**config.mk**
```make
export PLATFORM = sky130hd
export DESIGN_NAME = pipeline_sequencer
export DESIGN_NICKNAME = d
export VERILOG_FILES = /design/src/rtl/pipeline_sequencer_pkg.sv /design/src/rtl/pipeline_sequencer_sat_counter.sv /design/src/rtl/pipeline_sequencer.sv
export SDC_FILE = /design/constraint.sdc
export NUM_CORES = 1
export LEC_CHECK = 0
export ABC_AREA = 1
export CORE_MARGIN = 3
export CORE_UTILIZATION = 45
export CTS_CLUSTER_DIAMETER = 50
export DETAILED_ROUTE_END_ITERATION = 8
export GPL_TIMING_DRIVEN = 0
export PLACE_DENSITY = 0.8
export SLEW_MARGIN = 30
export SYNTH_ARGS = -nofsm -noshare
export SYNTH_HDL_FRONTEND = slang
export SYNTH_HIERARCHICAL = 1
export SYNTH_SLANG_ARGS = --single-unit
export TNS_END_PERCENT = 100
```
**constraint.sdc**
```tcl
create_clock -name clk -period 3.8 [get_ports clk]
set_input_delay 0.38 -clock clk [delete_from_list [all_inputs] [get_ports clk]]
set_output_delay 0.38 -clock clk [all_outputs]
set_load 0.05 [all_outputs]
```
**src/rtl/pipeline_sequencer_pkg.sv**
```systemverilog
// pipeline_sequencer_pkg: shared types and constants for the pipeline stall/flush controller
package pipeline_sequencer_pkg;

    typedef logic [31:0] addr_t;
    typedef logic        bool_t;

    typedef enum logic [1:0] {
        RUN,
        MEM_WAIT,
        FLUSH
    } seq_state_t;

    // addi x0, x0, 0 -- what flushed IF/ID and bubbled ID/EX registers hold
    localparam logic [31:0] NOP_INSN = 32'h0000_0013;

    // wide enough for any MEM_TIMEOUT up to 255
    localparam int WAIT_W = 8;

endpackage

```
**src/rtl/pipeline_sequencer_sat_counter.sv**
```systemverilog
// sat_counter: up-counter with synchronous clear that sticks at all-ones
//   clk, rst : clock, asynchronous active-high reset
//   en       : count this cycle
//   clr      : return to zero (wins over en)
//   count    : current value
module sat_counter #(
    parameter int WIDTH = 8
) (
    input  logic             clk,
    input  logic             rst,
    input  logic             en,
    input  logic             clr,
    output logic [WIDTH-1:0] count
);

    always_ff @(posedge clk or posedge rst) begin
        if (rst)
            count <= '0;
        else if (clr)
            count <= '0;
        else if (en && count != '1)
            count <= count + WIDTH'(1);
    end

endmodule

```
**src/rtl/pipeline_sequencer.sv**
```systemverilog
// pipeline_sequencer: per-stage enable/flush/bubble control from hazard, branch and memory-wait events
//   clk, rst            : clock, asynchronous active-high reset
//   hazard_stall_in     : load-use stall request
//   branch_taken_in     : EX resolved a taken branch, target on branch_target_in
//   mem_req_in          : MEM stage holds a load/store
//   mem_ready_in        : data memory completes this cycle
//   pc_write_enable_out : PC update enable
//   if_id_enable_out    : IF/ID load enable
//   if_id_flush_out     : clear IF/ID to NOP
//   id_ex_bubble_out    : load NOP into ID/EX
//   pipe_freeze_out     : hold EX/MEM and MEM/WB
//   pc_redirect_out     : next PC comes from redirect_pc_out
//   mem_timeout_out     : sticky memory-wait timeout
//   stall_cycles_out    : saturating count of stalled/flushing cycles
module pipeline_sequencer
    import pipeline_sequencer_pkg::*;
#(
    parameter int FLUSH_DEPTH = 2,
    parameter int MEM_TIMEOUT = 15,
    parameter int PERF_WIDTH  = 16
) (
    input  logic                  clk,
    input  logic                  rst,
    input  logic                  hazard_stall_in,
    input  logic                  branch_taken_in,
    input  addr_t                 branch_target_in,
    input  logic                  mem_req_in,
    input  logic                  mem_ready_in,
    output logic                  pc_write_enable_out,
    output logic                  if_id_enable_out,
    output logic                  if_id_flush_out,
    output logic                  id_ex_bubble_out,
    output logic                  pipe_freeze_out,
    output logic                  pc_redirect_out,
    output addr_t                 redirect_pc_out,
    output logic                  mem_timeout_out,
    output logic [PERF_WIDTH-1:0] stall_cycles_out
);

    seq_state_t        state, state_n;
    logic [1:0]        flush_cnt, flush_n;
    logic              pend, pend_n;
    addr_t             pend_pc, pend_pc_n;
    logic [WAIT_W-1:0] wait_cnt;
    logic              wait_req;
    logic              timeout_hit;

    assign wait_req = mem_req_in && !mem_ready_in;

    // wait_cnt holds the wait cycles already elapsed, so +1 counts the current one
    assign timeout_hit = pipe_freeze_out && (int'(wait_cnt) + 1 >= MEM_TIMEOUT);

    // Outputs are gated by rst so an asynchronous reset shows reset values at once,
    // even while inputs are still active.
    always_comb begin
        state_n             = state;
        flush_n             = flush_cnt;
        pend_n              = pend;
        pend_pc_n           = pend_pc;
        pc_write_enable_out = 1'b1;
        if_id_enable_out    = 1'b1;
        if_id_flush_out     = 1'b0;
        id_ex_bubble_out    = 1'b0;
        pipe_freeze_out     = 1'b0;
        pc_redirect_out     = 1'b0;
        redirect_pc_out     = '0;
        if (!rst) begin
            unique case (state)
                RUN: begin
                    if (wait_req) begin
                        pipe_freeze_out     = 1'b1;
                        pc_write_enable_out = 1'b0;
                        if_id_enable_out    = 1'b0;
                        state_n             = MEM_WAIT;
                    end else if (branch_taken_in) begin
                        pc_redirect_out  = 1'b1;
                        redirect_pc_out  = branch_target_in;
                        if_id_flush_out  = 1'b1;
                        id_ex_bubble_out = 1'b1;
                        flush_n          = 2'(FLUSH_DEPTH - 1);
                        state_n          = FLUSH_DEPTH > 1 ? FLUSH : RUN;
                    end else if (hazard_stall_in) begin
                        pc_write_enable_out = 1'b0;
                        if_id_enable_out    = 1'b0;
                        id_ex_bubble_out    = 1'b1;
                    end
                end
                MEM_WAIT: begin
                    // only the oldest redirect seen while frozen is kept
                    if (branch_taken_in && !pend) begin
                        pend_n    = 1'b1;
                        pend_pc_n = branch_target_in;
                    end
                    if (!mem_ready_in) begin
                        pipe_freeze_out     = 1'b1;
                        pc_write_enable_out = 1'b0;
                        if_id_enable_out    = 1'b0;
                    end else begin
                        // a pending redirect restarts the full flush; otherwise resume any interrupted one
                        state_n = (pend_n || flush_cnt != 2'd0) ? FLUSH : RUN;
                        if (pend_n)
                            flush_n = 2'(FLUSH_DEPTH);
                    end
                end
                FLUSH: begin
                    if (wait_req) begin
                        pipe_freeze_out     = 1'b1;
                        pc_write_enable_out = 1'b0;
                        if_id_enable_out    = 1'b0;
                        state_n             = MEM_WAIT;
                    end else begin
                        if_id_flush_out  = 1'b1;
                        id_ex_bubble_out = 1'b1;
                        pc_redirect_out  = pend || branch_taken_in;
                        redirect_pc_out  = pend ? pend_pc : branch_taken_in ? branch_target_in : '0;
                        pend_n           = 1'b0;
                        flush_n          = (branch_taken_in && !pend) ? 2'(FLUSH_DEPTH - 1) : flush_cnt - 2'd1;
                        state_n          = flush_n == 2'd0 ? RUN : FLUSH;
                    end
                end
                default: state_n = RUN;
            endcase
        end
    end

    always_ff @(posedge clk or posedge rst) begin
        if (rst) begin
            state           <= RUN;
            flush_cnt       <= '0;
            pend            <= 1'b0;
            pend_pc         <= '0;
            mem_timeout_out <= 1'b0;
        end else begin
            state           <= state_n;
            flush_cnt       <= flush_n;
            pend            <= pend_n;
            pend_pc         <= pend_pc_n;
            mem_timeout_out <= mem_timeout_out | timeout_hit;
        end
    end

    sat_counter #(.WIDTH(WAIT_W)) u_wait (
        .clk   (clk),
        .rst   (rst),
        .en    (pipe_freeze_out),
        .clr   (!pipe_freeze_out),
        .count (wait_cnt)
    );

    sat_counter #(.WIDTH(PERF_WIDTH)) u_stall (
        .clk   (clk),
        .rst   (rst),
        .en    (!pc_write_enable_out || state == FLUSH),
        .clr   (1'b0),
        .count (stall_cycles_out)
    );

endmodule

```
== Word level (Yosys, flattened, before mapping) ==
Index checks and enable logic that the tools add are counted.

* Bits in registers: 62
* Input port bits: 38

* Bitwise operators: 2
* Equality and inequality tests: 11
* Add/subtract/negate cells: 4
* Reductions and logical operators: 21
* Multiplexer cells: 50
* Magnitude comparators: 1

{| class="wikitable"
|+ Operators by type and width
! cell !! number
|-
| two-way mux 32 bit || 5
|-
| one-hot mux 32 bit (2 select lines) || 1
|-
| two-way mux 2 bit || 12
|-
| two-way mux 1 bit || 22
|-
| adder 16 x 1 -> 16 bit, second input constant || 1
|-
| two-way mux 8 bit || 2
|-
| inequality test 16 bit, second input constant || 1
|-
| one-hot mux 2 bit (3 select lines) || 2
|-
| inequality test 2 bit, second input constant || 5
|-
| one-hot mux 1 bit (2 select lines) || 5
|-
| adder 8 x 1 -> 9 bit, second input constant || 1
|-
| greater-or-equal comparator 9 x 4 -> 1 bit, second input constant || 1
|-
| AND reduction 3 bit || 3
|-
| adder 8 x 1 -> 8 bit, second input constant || 1
|-
| inequality test 8 bit, second input constant || 1
|-
| AND reduction 7 bit || 1
|-
| logical AND 1 bit || 5
|-
| logical NOT 2 bit || 2
|-
| nonzero test 2 bit || 2
|-
| logical NOT 1 bit || 3
|-
| logical OR 1 bit || 3
|-
| inequality test 3 bit, second input constant || 1
|-
| one-hot mux 1 bit (3 select lines) || 1
|-
| nonzero test 3 bit || 1
|-
| other kinds (7) || 7
|}

== Logic depth before layout (Yosys ltp) ==
Gate-level depths: netlist of the first run.

* Depth in word-level cells: 9
* Depth in mapped cells: 14
* Mapped depth without buffers: 14

== Modules after synthesis ==
The synthesis of the first run kept the hierarchy.

{| class="wikitable"
|+ By module, submodules not included
! module !! area an instance (µm²) !! cells each !! instances
|-
| pipeline_sequencer || 2,851.5 || 426 || 1
|-
| sat_counter at u_stall || 1,083.5 || 159 || 1
|-
| sat_counter at u_wait || 506.7 || 69 || 1
|}

== Worst setup path before layout of the first run ==
OpenSTA, ideal clock, no wires.

* Path type: input -> output
* Start point: in rst
* End point: out id_ex_bubble_out
* Buffers on the path: 1
* Required time: 3.420 ns
* Stages on the path: 4
* Arrival time: 2.240 ns
* Path slack: 1.180 ns
* Cells stage by stage: buf_2 > inv_2 > nand2_1 > o21ai_0

* Longest elaborated chain between the ends: 1

{| class="wikitable"
|+ RTL lines
! element !! line !! source
|-
| start: declaration || pipeline_sequencer.sv:23 || <nowiki>input logic rst,</nowiki>
|-
| two-way mux 1 bit || pipeline_sequencer.sv:67 || <nowiki>if (!rst) begin</nowiki>
|-
| end: declaration || pipeline_sequencer.sv:32 || <nowiki>output logic id_ex_bubble_out,</nowiki>
|}

No other way between the ends.

== Final worst setup path of the first run ==
Same ends and word-level chain as after synthesis.

==> results of run 1 <==
-- logic make-up (layout without fill, tap and decap cells) --
family | after synthesis | after routing
and+or+nand+nor | 345 | 345
AOI/OAI and AO/OA | 117 | 117
buffers and inverters | 112 | 220
DFF | 62 | 62
adders and majority gates | 9 | 9
xor gates and xnor gates | 8 | 8
other | 1 | 4
-- power breakdown --
group	leakage (nW)	total [W]	internal [W]	switching (W)
Sequential	0.772	0.000960	0.000867	0.0000935
Clock	0.102	0.000667	0.000387	0.000280
Combinational	1.87	0.00171	0.000581	0.00113
Total	2.74	0.00334	0.00183	0.00150
-- routing by layer --
layer / track usage / vias up / routed length, um
li1: - / 2274 / -
met1: 0.2738 / 2139 / 5183
met2: 0.3689 / 159 / 5820
met3: 0.05021 / 26 / 886
met4: 0.06935 / 0 / 250
met5: 0 / - / 0
-- final cells by class --
type                    instances  share of cell area
inverters                      83             0.05517
clock buffers                  11             0.02454
repair buffers                 92              0.1599
clock inverters                 5             0.01434
multi-input cells             483              0.4166
plain buffers                  29             0.03215
flip-flops and latches         62              0.2693
well taps                     129             0.02802
-- cells in the mapped netlist, types with 3 or more instances --
cell,n,area [um^2]
sky130_fd_sc_hd__a22oi_1,14,105.1
sky130_fd_sc_hd__o21ai_1,17,85.08
sky130_fd_sc_hd__nand4_1,12,75.07
sky130_fd_sc_hd__buf_4,4,30.03
sky130_fd_sc_hd__inv_1,75,281.5
sky130_fd_sc_hd__clkbuf_1,5,18.77
sky130_fd_sc_hd__nor2_1,102,382.9
sky130_fd_sc_hd__nor3_1,3,15.01
sky130_fd_sc_hd__buf_2,13,65.06
sky130_fd_sc_hd__nand2_2,5,31.28
sky130_fd_sc_hd__nor2_2,5,31.28
sky130_fd_sc_hd__nor2_4,4,45.04
sky130_fd_sc_hd__a21oi_1,50,250.2
sky130_fd_sc_hd__ha_1,9,112.6
sky130_fd_sc_hd__nand2_1,181,679.4
sky130_fd_sc_hd__xnor2_1,3,26.28
sky130_fd_sc_hd__nand2_4,4,45.04
sky130_fd_sc_hd__o21ai_0,13,65.06
sky130_fd_sc_hd__buf_6,6,67.56
sky130_fd_sc_hd__a21oi_2,9,78.83
sky130_fd_sc_hd__nand3_1,23,115.1
sky130_fd_sc_hd__o21ai_2,10,87.58
sky130_fd_sc_hd__xor2_1,5,43.79
sky130_fd_sc_hd__inv_2,6,22.52
sky130_fd_sc_hd__dfrtp_1,62,1551
-- cell usage in the layout (no fill, tap or decap), types with 10 or more instances in the layout --
cell,Yosys,final
sky130_fd_sc_hd__a21oi_1,50,50
sky130_fd_sc_hd__a22oi_1,14,14
sky130_fd_sc_hd__buf_2,13,13
sky130_fd_sc_hd__clkbuf_8,0,10
sky130_fd_sc_hd__clkdlybuf4s50_1,0,92
sky130_fd_sc_hd__dfrtp_1,62,62
sky130_fd_sc_hd__inv_1,75,75
sky130_fd_sc_hd__nand2_1,181,181
sky130_fd_sc_hd__nand3_1,23,23
sky130_fd_sc_hd__nand4_1,12,12
sky130_fd_sc_hd__nor2_1,102,102
sky130_fd_sc_hd__o21ai_0,13,13
sky130_fd_sc_hd__o21ai_1,17,17
sky130_fd_sc_hd__o21ai_2,10,10
-- state kept, by name, summed over array words and instances (netlist names) --
signal and flops:
flush_cnt 2, pend 1, mem_timeout_out 1, pend_pc 32, u_wait/count 8, u_stall/count 16
state 2
-- worst max path at each step --
stage,end,from,slack (ns)
5_1_grt,id_ex_bubble_out,rst,0.02
4_1_cts,id_ex_bubble_out,rst,0.23
6_report,id_ex_bubble_out,rst,0.27
2_1_floorplan,id_ex_bubble_out,rst,1.18
3_3_place_gp,id_ex_bubble_out,rst,0.28
3_5_place_dp,id_ex_bubble_out,rst,0.23
-- stage by stage --
stage          cell area [um^2]  hold WS [ns]
2_1_floorplan              4453        0.1957
3_3_place_gp               5535        0.4510
3_5_place_dp               5535        0.4559
4_1_cts                    5759        0.3805
5_1_grt                    5761        0.3967
6_report                   5761        0.3597
==> out/summary.txt, run 1 <==
==========================================================================================
Result of the run                                                             complete, no violations
DR vias                                                                               4598
Vias per Instance                                                                    5.143
Reg-to-reg setup timing slack                                                      1.47 ns
Place WS                                                                         0.2342 ns
R2r startpoint                                                                state[1]$_DFFE_PP0P_
Share of flip-flops with an asynchronous set or reset after synthesis                1.000
Post-CTS Hold Buffers                                                                    0
Cell type group with the largest total delay on the critical path             buffers and inverters
Clock buffer count from CTS                                                              9
Number of buffers and inverters on the critical path                                     4
Path type of the worst min-delay path                                         primary input to async pin
Crit path time final                                                              3.528 ns
Clock transition at the registers of the reported paths                            0.07 ns
Reg2reg end                                                                   u_wait/count[3]$_DFFE_PP0P_
PostCTS Resize Cnt                                                                       0
Flops & latches, synth                                                                  62
Multi-input combinational cell area                                              2400 um^2
Clock sink count                                                                        62
Share of synthesized cell area in full adder, half adder and majority cells        0.02535
RSZ-0062 raised after global routing                                                 false
Number of enable-type register cells in the synthesized netlist                          0
HPWL Detailed                                                                     8.777 mm
Slew Limit Fails                                                                         0
Number of I/O port buffers                                                              92
Total count of hold-check failures in the final report                                   0
Cell Area, Synth                                                                 4442 um^2
Setup Viol. Count Final                                                                  0
Area delta synth->final                                                             29.69%
Worst rel slew slack                                                                0.4929
Number of setup buffers added after CTS                                                  0
Final GP Congestion                                                                 0.8749
Fraction of layout instances using a drive strength above 1                         0.1111
Drt wl/cell                                                                       13.58 um
Post-Route Utilization                                                              0.6118
Synthesized-area fraction occupied by ao, oa, aoi and oai cells                     0.1580
Final instance count without filler cells                                              894
Synth cell types                                                                        36
Initial antenna violation count                                                          0
Number of antenna-violating nets in the routed design                                    0
Final WS setup                                                                   0.2719 ns
Largest fanout on the critical path                                                     43
Initial cell density of the core                                                    0.4718
Register area                                                                    1551 um^2
Overall fraction of global-route tracks in use                                      0.2175
First-pass GRT wire length                                                        20.08 mm
Placeable Area                                                                   9415 um^2
Nets                                                                                   807
Dominant combinational cell family by area after synthesis                    simple AND/OR/NAND/NOR gates
WP depth                                                                                 6
Max Buffers Root-to-Sink                                                                 2
Proportion of synthesized area in mux cells                                              0
Chip Height                                                                       105.4 um
Chip width                                                                        105.4 um
Pin count of the biggest net entering global routing                                    44
Path type of the worst setup path                                             primary input to output port
Endpoint required time on the critical path                                        3.42 ns
Final clock skew                                                                0.01359 ns
Pre-Repair DR Iteration Count                                                            4
Number of placed cells counting well taps                                              878
Initial drt markers                                                                    269
Cell-by-cell listing of the critical path                                     clkdlybuf4s50_1 > buf_2 > clkinv_2 > o21ai_0 > o21ai_0 > clkdlybuf4s50_1
Total power density per cell area                                             579.2 nW/um^2
Fill cells                                                                             831
Total Wirelength                                                                  12.14 mm
Post-detailed-route DRC marker count                                                     0
Worst reg2reg path depth                                                                 9
Count of maximum capacitance violations                                                  0
Total number of placement rows                                                          35
Clock tree root buffer cell                                                   sky130_fd_sc_hd__clkbuf_8
Critical-path top delay cell                                                  sky130_fd_sc_hd__clkdlybuf4s50_1
Area share of xor/xnor cells in the synthesized design                             0.01577
Via count of the first global-routing pass                                            4437
Arrival time of data at the critical path endpoint                                 3.15 ns
Launching element type of the critical path                                   primary input
Most used DFF post-synth                                                      sky130_fd_sc_hd__dfrtp_1
Portion of the post-synthesis area used by sequential elements                      0.3493
Warnings from Yosys                                                                      6
Part of the cycle the worst path needs                                              0.9285
Die ar.                                                                         11100 um^2
Post-synthesis simple-gate area fraction                                            0.3377
H-tree depth                                                                             3
Clock latency reported for the late side of the worst-skew pair                    0.36 ns
Sort of element at the end of the critical path                                output port
Leak pwr                                                                          2.741 nW
Number of top-level pins                                                                93
Maximum ir drop on the vdd rail                                                0.0003019 V
Sum Neg Setup Slack                                                                   0 ns
Peak clock frequency supported by timing                                        0.2834 GHz
GRT overflow                                                                             0
Diodes inserted                                                                          0
Average footprint of a synthesized cell                                         6.792 um^2
Gate count of the mapped netlist                                                       654
Post-layout total power                                                         0.003337 W
Biggest cell delay along the critical path                                         0.74 ns
Actual transition at the worst max-transition pin                                0.7598 ns
TritonCTS clock tree                                                                   yes
==========================================================================================
No activity file was read; power rests on OpenSTA's default activity.
==> run 2: changes to the inputs <==
- CORE_UTILIZATION: 45 -> 50
- PLACE_DENSITY: 0.8 -> 0.86
==> run 2 against run 1 <==
  * Flip-flop and latch count did not move
  * Largest power group unchanged
  * Clock skew fell by 0.0032 ns
  * Global-route usage rose by 2.9 points
  * Core utilization rose by 6.3 points
==> out/summary.txt, run 2 (synthesis gave the netlist of run 1 again) <==
==============================================================================
Clock latency reported for the late side of the worst-skew pair        0.34 ns   -0.02 ns
Number of setup buffers added after CTS                                      0   unchanged
Arrival time of data at the critical path endpoint                     3.16 ns   about the same
First-pass GRT wire length                                            20.40 mm   +1.6%
Pre-Repair DR Iteration Count                                                6   +2
RSZ-0062 raised after global routing                                     false
Nets                                                                       807   unchanged
GRT overflow                                                                 0   unchanged
Maximum ir drop on the vdd rail                                    0.0003296 V   +9.2%
Path type of the worst setup path                                 primary input to output port
Pin count of the biggest net entering global routing                        44   unchanged
Sort of element at the end of the critical path                    output port
HPWL Detailed                                                         8.961 mm   +2.1%
Chip Height                                                           100.3 um   -4.8%
Critical-path top delay cell                                      sky130_fd_sc_hd__clkdlybuf4s50_1
Final clock skew                                                    0.01041 ns   -0.003179 ns
H-tree depth                                                                 3   unchanged
Clock transition at the registers of the reported paths                0.07 ns   about the same
Crit path time final                                                  3.538 ns   +0.009530 ns
Number of top-level pins                                                    93   unchanged
Path type of the worst min-delay path                             primary input to async pin
Largest register FFs                                                        32   unchanged
Post-CTS Hold Buffers                                                        0   unchanged
Number of placed cells counting well taps                                  854   -2.7%
TritonCTS clock tree                                                       yes
Launching element type of the critical path                       primary input
Biggest cell delay along the critical path                             0.74 ns   about the same
Endpoint required time on the critical path                            3.42 ns   about the same
Placeable Area                                                       8423 um^2   -11%
Result of the run                                                 complete, no violations
DR vias                                                                   4688   +2.0%
Most common library cell in the layout ignoring fill and taps     sky130_fd_sc_hd__nand2_1
Total number of placement rows                                              33   -5.7%
Number of antenna-violating nets in the routed design                        0   unchanged
Largest registers ranked by flip-flop count                       pend_pc: 32 flops, u_stall/count: 16 flops, u_wait/count: 8 flops
Register ranked first by flip-flop count                               pend_pc
Max Buffers Root-to-Sink                                                     2   unchanged
Total Wirelength                                                      12.13 mm   about the same
Area delta synth->final                                                 27.89%
Number of I/O port buffers                                                  92   unchanged
Drt wl/cell                                                           13.96 um   +2.8%
Post-detailed-route DRC marker count                                         0   unchanged
Commonest cells after routing, fill and taps aside                181 x sky130_fd_sc_hd__nand2_1, 102 x sky130_fd_sc_hd__nor2_1, 92 x sky130_fd_sc_hd__clkdlybuf4s50_1, 75 x sky130_fd_sc_hd__inv_1, 62 x sky130_fd_sc_hd__dfrtp_1
Overall fraction of global-route tracks in use                          0.2464   +0.02896
Clock tree root buffer cell                                       sky130_fd_sc_hd__clkbuf_8
Total power density per cell area                                 564.4 nW/um^2   -2.6%
Via count of the first global-routing pass                                4576   +3.1%
Chip width                                                            100.3 um   -4.8%
Worst rel slew slack                                                    0.5003   +0.007417
Setup Viol. Count Final                                                      0   unchanged
Slew Limit Fails                                                             0   unchanged
Final instance count without filler cells                                  869   -2.8%
Total count of hold-check failures in the final report                       0   unchanged
Peak clock frequency supported by timing                            0.2827 GHz   -0.27%
Final GP Congestion                                                     0.8998   +2.8%
Initial antenna violation count                                              0   unchanged
Vias per Instance                                                        5.395   +4.9%
Cell-by-cell listing of the critical path                         clkdlybuf4s50_1 > buf_2 > clkinv_2 > o21ai_0 > o21ai_0 > clkdlybuf4s50_1
PostCTS Resize Cnt                                                           0   unchanged
Clock buffer count from CTS                                                  9   unchanged
Count of maximum capacitance violations                                      0   unchanged
Sum Neg Setup Slack                                                       0 ns   unchanged
Part of the cycle the worst path needs                                  0.9310   +0.002508
Initial cell density of the core                                        0.5273   +0.05557
Post-layout total power                                             0.003206 W   -3.9%
Initial drt markers                                                        237   -12%
Actual transition at the worst max-transition pin                    0.7487 ns   -0.01111 ns
Fraction of layout instances using a drive strength above 1             0.1113   +0.0001454
Largest fanout on the critical path                                         43   unchanged
Diodes inserted                                                              0   unchanged
Clock sink count                                                            62   unchanged
Leak pwr                                                              2.730 nW   -0.39%
Post-Route Utilization                                                  0.6744   +0.06256
Die ar.                                                             10050 um^2   -9.4%
==============================================================================
run 2: worst max-delay path: cells and delay by family:
| family | cells | cell delay [ns] |
|---|---|---|
| buffers and inverters | 4 | 2.11 |
| AOI/OAI and AO/OA | 2 | 0.65 |
run 2: final cells by class:
type	instances	area, um^2
fill	705	2743
multi-input combinational	483	2400
sequential	62	1551
timing repair buffer	92	920.9
inverter	83	317.8
buffer	29	185.2
clock buffer	11	151.4
tap	105	131.4
clock inverter	4	22.52
run 2: per-layer routing:
metal / up-vias / global-route usage / share of wire
li1: 2272 / - / -
met1: 2202 / 0.3192 / 0.42
met2: 193 / 0.4072 / 0.49
met3: 21 / 0.05073 / 0.073
met4: 0 / 0.09016 / 0.018
met5: - / 0 / 0
run 2: worst paths after layout:
check	startpoint	end	slack [ns]	cells past startpoint
worst max-delay path	rst	id_ex_bubble_out	0.26	6
worst min-delay path	rst	u_wait/count[7]$_DFFE_PP0P_	0.38	2
worst max register to register	state[0]$_DFFE_PP0P_	u_stall/count[2]$_DFFE_PP0P_	1.43	12
worst min register to register	mem_timeout_out$_DFF_PP0_	mem_timeout_out$_DFF_PP0_	0.46	2
max in group asynchronous	rst	state[0]$_DFFE_PP0P_	2.61	3
min in group clk	mem_timeout_out$_DFF_PP0_	mem_timeout_out$_DFF_PP0_	0.46	2
run 2: power breakdown:
group	switching [W]	internal (W)	leakage, nW	total (W)
clock	0.000258	0.000265	0.0910	0.000523
sequential	0.0000966	0.000867	0.772	0.000964
combinational	0.00114	0.000581	1.87	0.00172
run 2: through the flow:
step	hold slack [ns]	worst slack [ns]	instance area (um^2)
final	0.3782	0.2623	5680
after global routing	0.4307	0.03677	5680
after CTS	0.3877	0.2016	5679
after detailed placement	0.4531	0.2081	5505
after global placement	0.4508	0.2896	5505
after floorplan	0.1957	1.180	4453
==> run 3: changes to the inputs <==
- CORE_ASPECT_RATIO: unset -> 2
==> run 3 against run 2 <==
  * Clock skew decreased by 0.0061 ns
  * Die area increased by 0.68%
  * Critical path depth unchanged
  * Flip-flop and latch count unchanged
  * Clock power is 57% higher
  * Count of clock-buffer cells in the layout grew 1
  * Hold slack about the same
  * Via count rose by 1.6%
  * Largest cell class unchanged
  * Highest routed layer unchanged
==> out/summary.txt, run 3 (synthesis gave the netlist of run 1 again) <==
================================================================================
Result of the run                                                   complete, no violations
Place WS                                                               0.3307 ns   +0.1226 ns
Fraction of layout instances using a drive strength above 1               0.1111   -0.0001454
Worst reg2reg path depth                                                      12   unchanged
Total count of hold-check failures in the final report                         0   unchanged
Maximum ir drop on the vdd rail                                      0.0005210 V   +58%
Register ranked first by flip-flop count                                 pend_pc
Final WS setup                                                         0.3967 ns   +0.1344 ns
Multi-input combinational cell area                                    2400 um^2   unchanged
Sort of element at the end of the critical path                      output port
Register area                                                          1551 um^2   unchanged
Diodes inserted                                                                0   unchanged
Cell area after placement                                              5499 um^2   -0.11%
Slew Limit Fails                                                               0   unchanged
Part of the cycle the worst path needs                                    0.8956   -0.03537
Max Buffers Root-to-Sink                                                       2   unchanged
Launching element type of the critical path                         primary input
Actual transition at the worst max-transition pin                      0.7515 ns   +0.002863 ns
H-tree depth                                                                   3   unchanged
Cell-by-cell listing of the critical path                           clkdlybuf4s50_1 > buf_2 > clkinv_2 > o21ai_0 > o21ai_0 > clkdlybuf4s50_1
Via count of the first global-routing pass                                  4704   +2.8%
Post-layout total power                                               0.003519 W   +9.8%
Number of I/O port buffers                                                    92   unchanged
Clock buffer count from CTS                                                    9   unchanged
Drt wl/cell                                                             14.64 um   +4.9%
Total number of placement rows                                                48   +45%
Final clock skew                                                     0.004359 ns   -0.006053 ns
Arrival time of data at the critical path endpoint                       3.02 ns   -0.14 ns
Final GP Congestion                                                       0.9141   +1.6%
Number of top-level pins                                                      93   unchanged
Clock transition at the registers of the reported paths                  0.05 ns   -0.02 ns
Initial cell density of the core                                          0.5136   -0.01373
RSZ-0062 raised after global routing                                       false
Number of setup buffers added after CTS                                        0   unchanged
Number of buffers and inverters on the critical path                           4   unchanged
Pre-Repair DR Iteration Count                                                  5   -1
Largest register FFs                                                          32   unchanged
PostCTS Resize Cnt                                                             0   unchanged
Overall fraction of global-route tracks in use                            0.2620   +0.01552
Leak pwr                                                                2.791 nW   +2.2%
Clock latency reported for the late side of the worst-skew pair          0.33 ns   about the same
Nets                                                                         807   unchanged
Die ar.                                                               10120 um^2   +0.68%
Post-CTS Hold Buffers                                                          0   unchanged
First-pass GRT wire length                                              21.35 mm   +4.6%
Total Wirelength                                                        12.67 mm   +4.4%
Number of antenna-violating nets in the routed design                          0   unchanged
Endpoint required time on the critical path                              3.42 ns   about the same
Critical-path top delay cell                                        sky130_fd_sc_hd__clkdlybuf4s50_1
Clock sink count                                                              62   unchanged
Most common library cell in the layout ignoring fill and taps       sky130_fd_sc_hd__nand2_1
Post-detailed-route DRC marker count                                           0   unchanged
Largest registers ranked by flip-flop count                         pend_pc: 32 flops, u_stall/count: 16 flops, u_wait/count: 8 flops
Sum Neg Setup Slack                                                         0 ns   unchanged
Pin count of the biggest net entering global routing                          44   unchanged
Initial antenna violation count                                                0   unchanged
Placeable Area                                                         8648 um^2   +2.7%
Count of maximum capacitance violations                                        0   unchanged
Vias per Instance                                                          5.504   +2.0%
Path type of the worst min-delay path                               primary input to async pin
GRT overflow                                                                   0   unchanged
Clock tree root buffer cell                                         sky130_fd_sc_hd__clkbuf_16
Hold slack final                                                       0.3781 ns   -0.00009700 ns
Biggest cell delay along the critical path                               0.73 ns   about the same
Crit path time final                                                    3.403 ns   -0.1344 ns
Initial drt markers                                                          393   +66%
Setup Viol. Count Final                                                        0   unchanged
Total power density per cell area                                   606.5 nW/um^2   +7.5%
DR vias                                                                     4761   +1.6%
Path type of the worst setup path                                   primary input to output port
Cell type group with the largest total delay on the critical path   buffers and inverters
Final design instance area without fill                                5802 um^2   +2.1%
Fill cells                                                                   744   +5.5%
Chip Height                                                             139.3 um   +39%
TritonCTS clock tree                                                         yes
Area delta synth->final                                                   30.62%
Commonest cells after routing, fill and taps aside                  181 x sky130_fd_sc_hd__nand2_1, 102 x sky130_fd_sc_hd__nor2_1, 92 x sky130_fd_sc_hd__clkdlybuf4s50_1, 75 x sky130_fd_sc_hd__inv_1, 62 x sky130_fd_sc_hd__dfrtp_1
HPWL Detailed                                                           9.425 mm   +5.2%
Largest fanout on the critical path                                           43   unchanged
Peak clock frequency supported by timing                              0.2938 GHz   +3.9%
Chip width                                                              72.65 um   -28%
Worst rel slew slack                                                      0.4984   -0.001911
WP depth                                                                       6   unchanged
================================================================================
## run 3: worst paths after layout
| kind | startpoint | end | slack [ns] |
|---|---|---|---|
| max in group asynchronous | rst | pend_pc[13]$_DFFE_PP0P_ | 2.64 |
| hold reg to reg | mem_timeout_out$_DFF_PP0_ | mem_timeout_out$_DFF_PP0_ | 0.47 |
| setup reg to reg | state[0]$_DFFE_PP0P_ | u_stall/count[11]$_DFFE_PP0P_ | 1.38 |
| hold / removal | rst | u_wait/count[4]$_DFFE_PP0P_ | 0.38 |
| min in group clk | mem_timeout_out$_DFF_PP0_ | mem_timeout_out$_DFF_PP0_ | 0.47 |
| setup / recovery | rst | id_ex_bubble_out | 0.40 |
## run 3: worst reg2reg max path, cell delays in order (launching register included)
cell	delay, ns
sky130_fd_sc_hd__dfrtp_1	0.37
sky130_fd_sc_hd__inv_1	0.08
sky130_fd_sc_hd__ha_1	0.26
sky130_fd_sc_hd__nand2_2	0.11
sky130_fd_sc_hd__buf_6	0.15
sky130_fd_sc_hd__buf_6	0.18
sky130_fd_sc_hd__nand4_1	0.19
sky130_fd_sc_hd__nand2_1	0.16
sky130_fd_sc_hd__inv_1	0.11
sky130_fd_sc_hd__nor2_2	0.27
sky130_fd_sc_hd__buf_2	0.29
sky130_fd_sc_hd__nand4_1	0.12
sky130_fd_sc_hd__nand2_1	0.08
## run 3: where the power goes
part | internal, W | switching [W] | total (W)
clock | 0.000539 | 0.000284 | 0.000823
sequential | 0.000869 | 0.0000966 | 0.000965
combinational | 0.000581 | 0.00115 | 0.00173
## run 3: per-stage QoR
stage | util | cells
6_report | 0.6709 | 865
5_1_grt | 0.6709 | 865
4_1_cts | 0.6707 | 865
3_5_place_dp | 0.6359 | 849
3_3_place_gp | 0.6359 | 849
2_1_floorplan | - | 657
## run 3: final cells by class
cell class | count | area share
multi-input cells | 483 | 0.4136
flip-flops and latches | 62 | 0.2674
repair buffers | 92 | 0.1587
inverters | 83 | 0.05478
clock buffers | 12 | 0.04421
plain buffers | 29 | 0.03192
well taps | 100 | 0.02157
clock inverters | 4 | 0.007764
## run 3: per-layer routing
layer | wire length [um] | vias to the layer above | track usage
li1 | - | 2280 | -
met1 | 4579 | 2236 | 0.2758
met2 | 6818 | 197 | 0.4643
met3 | 687 | 48 | 0.05278
met4 | 581 | 0 | 0.1498
met5 | 0 | - | 0
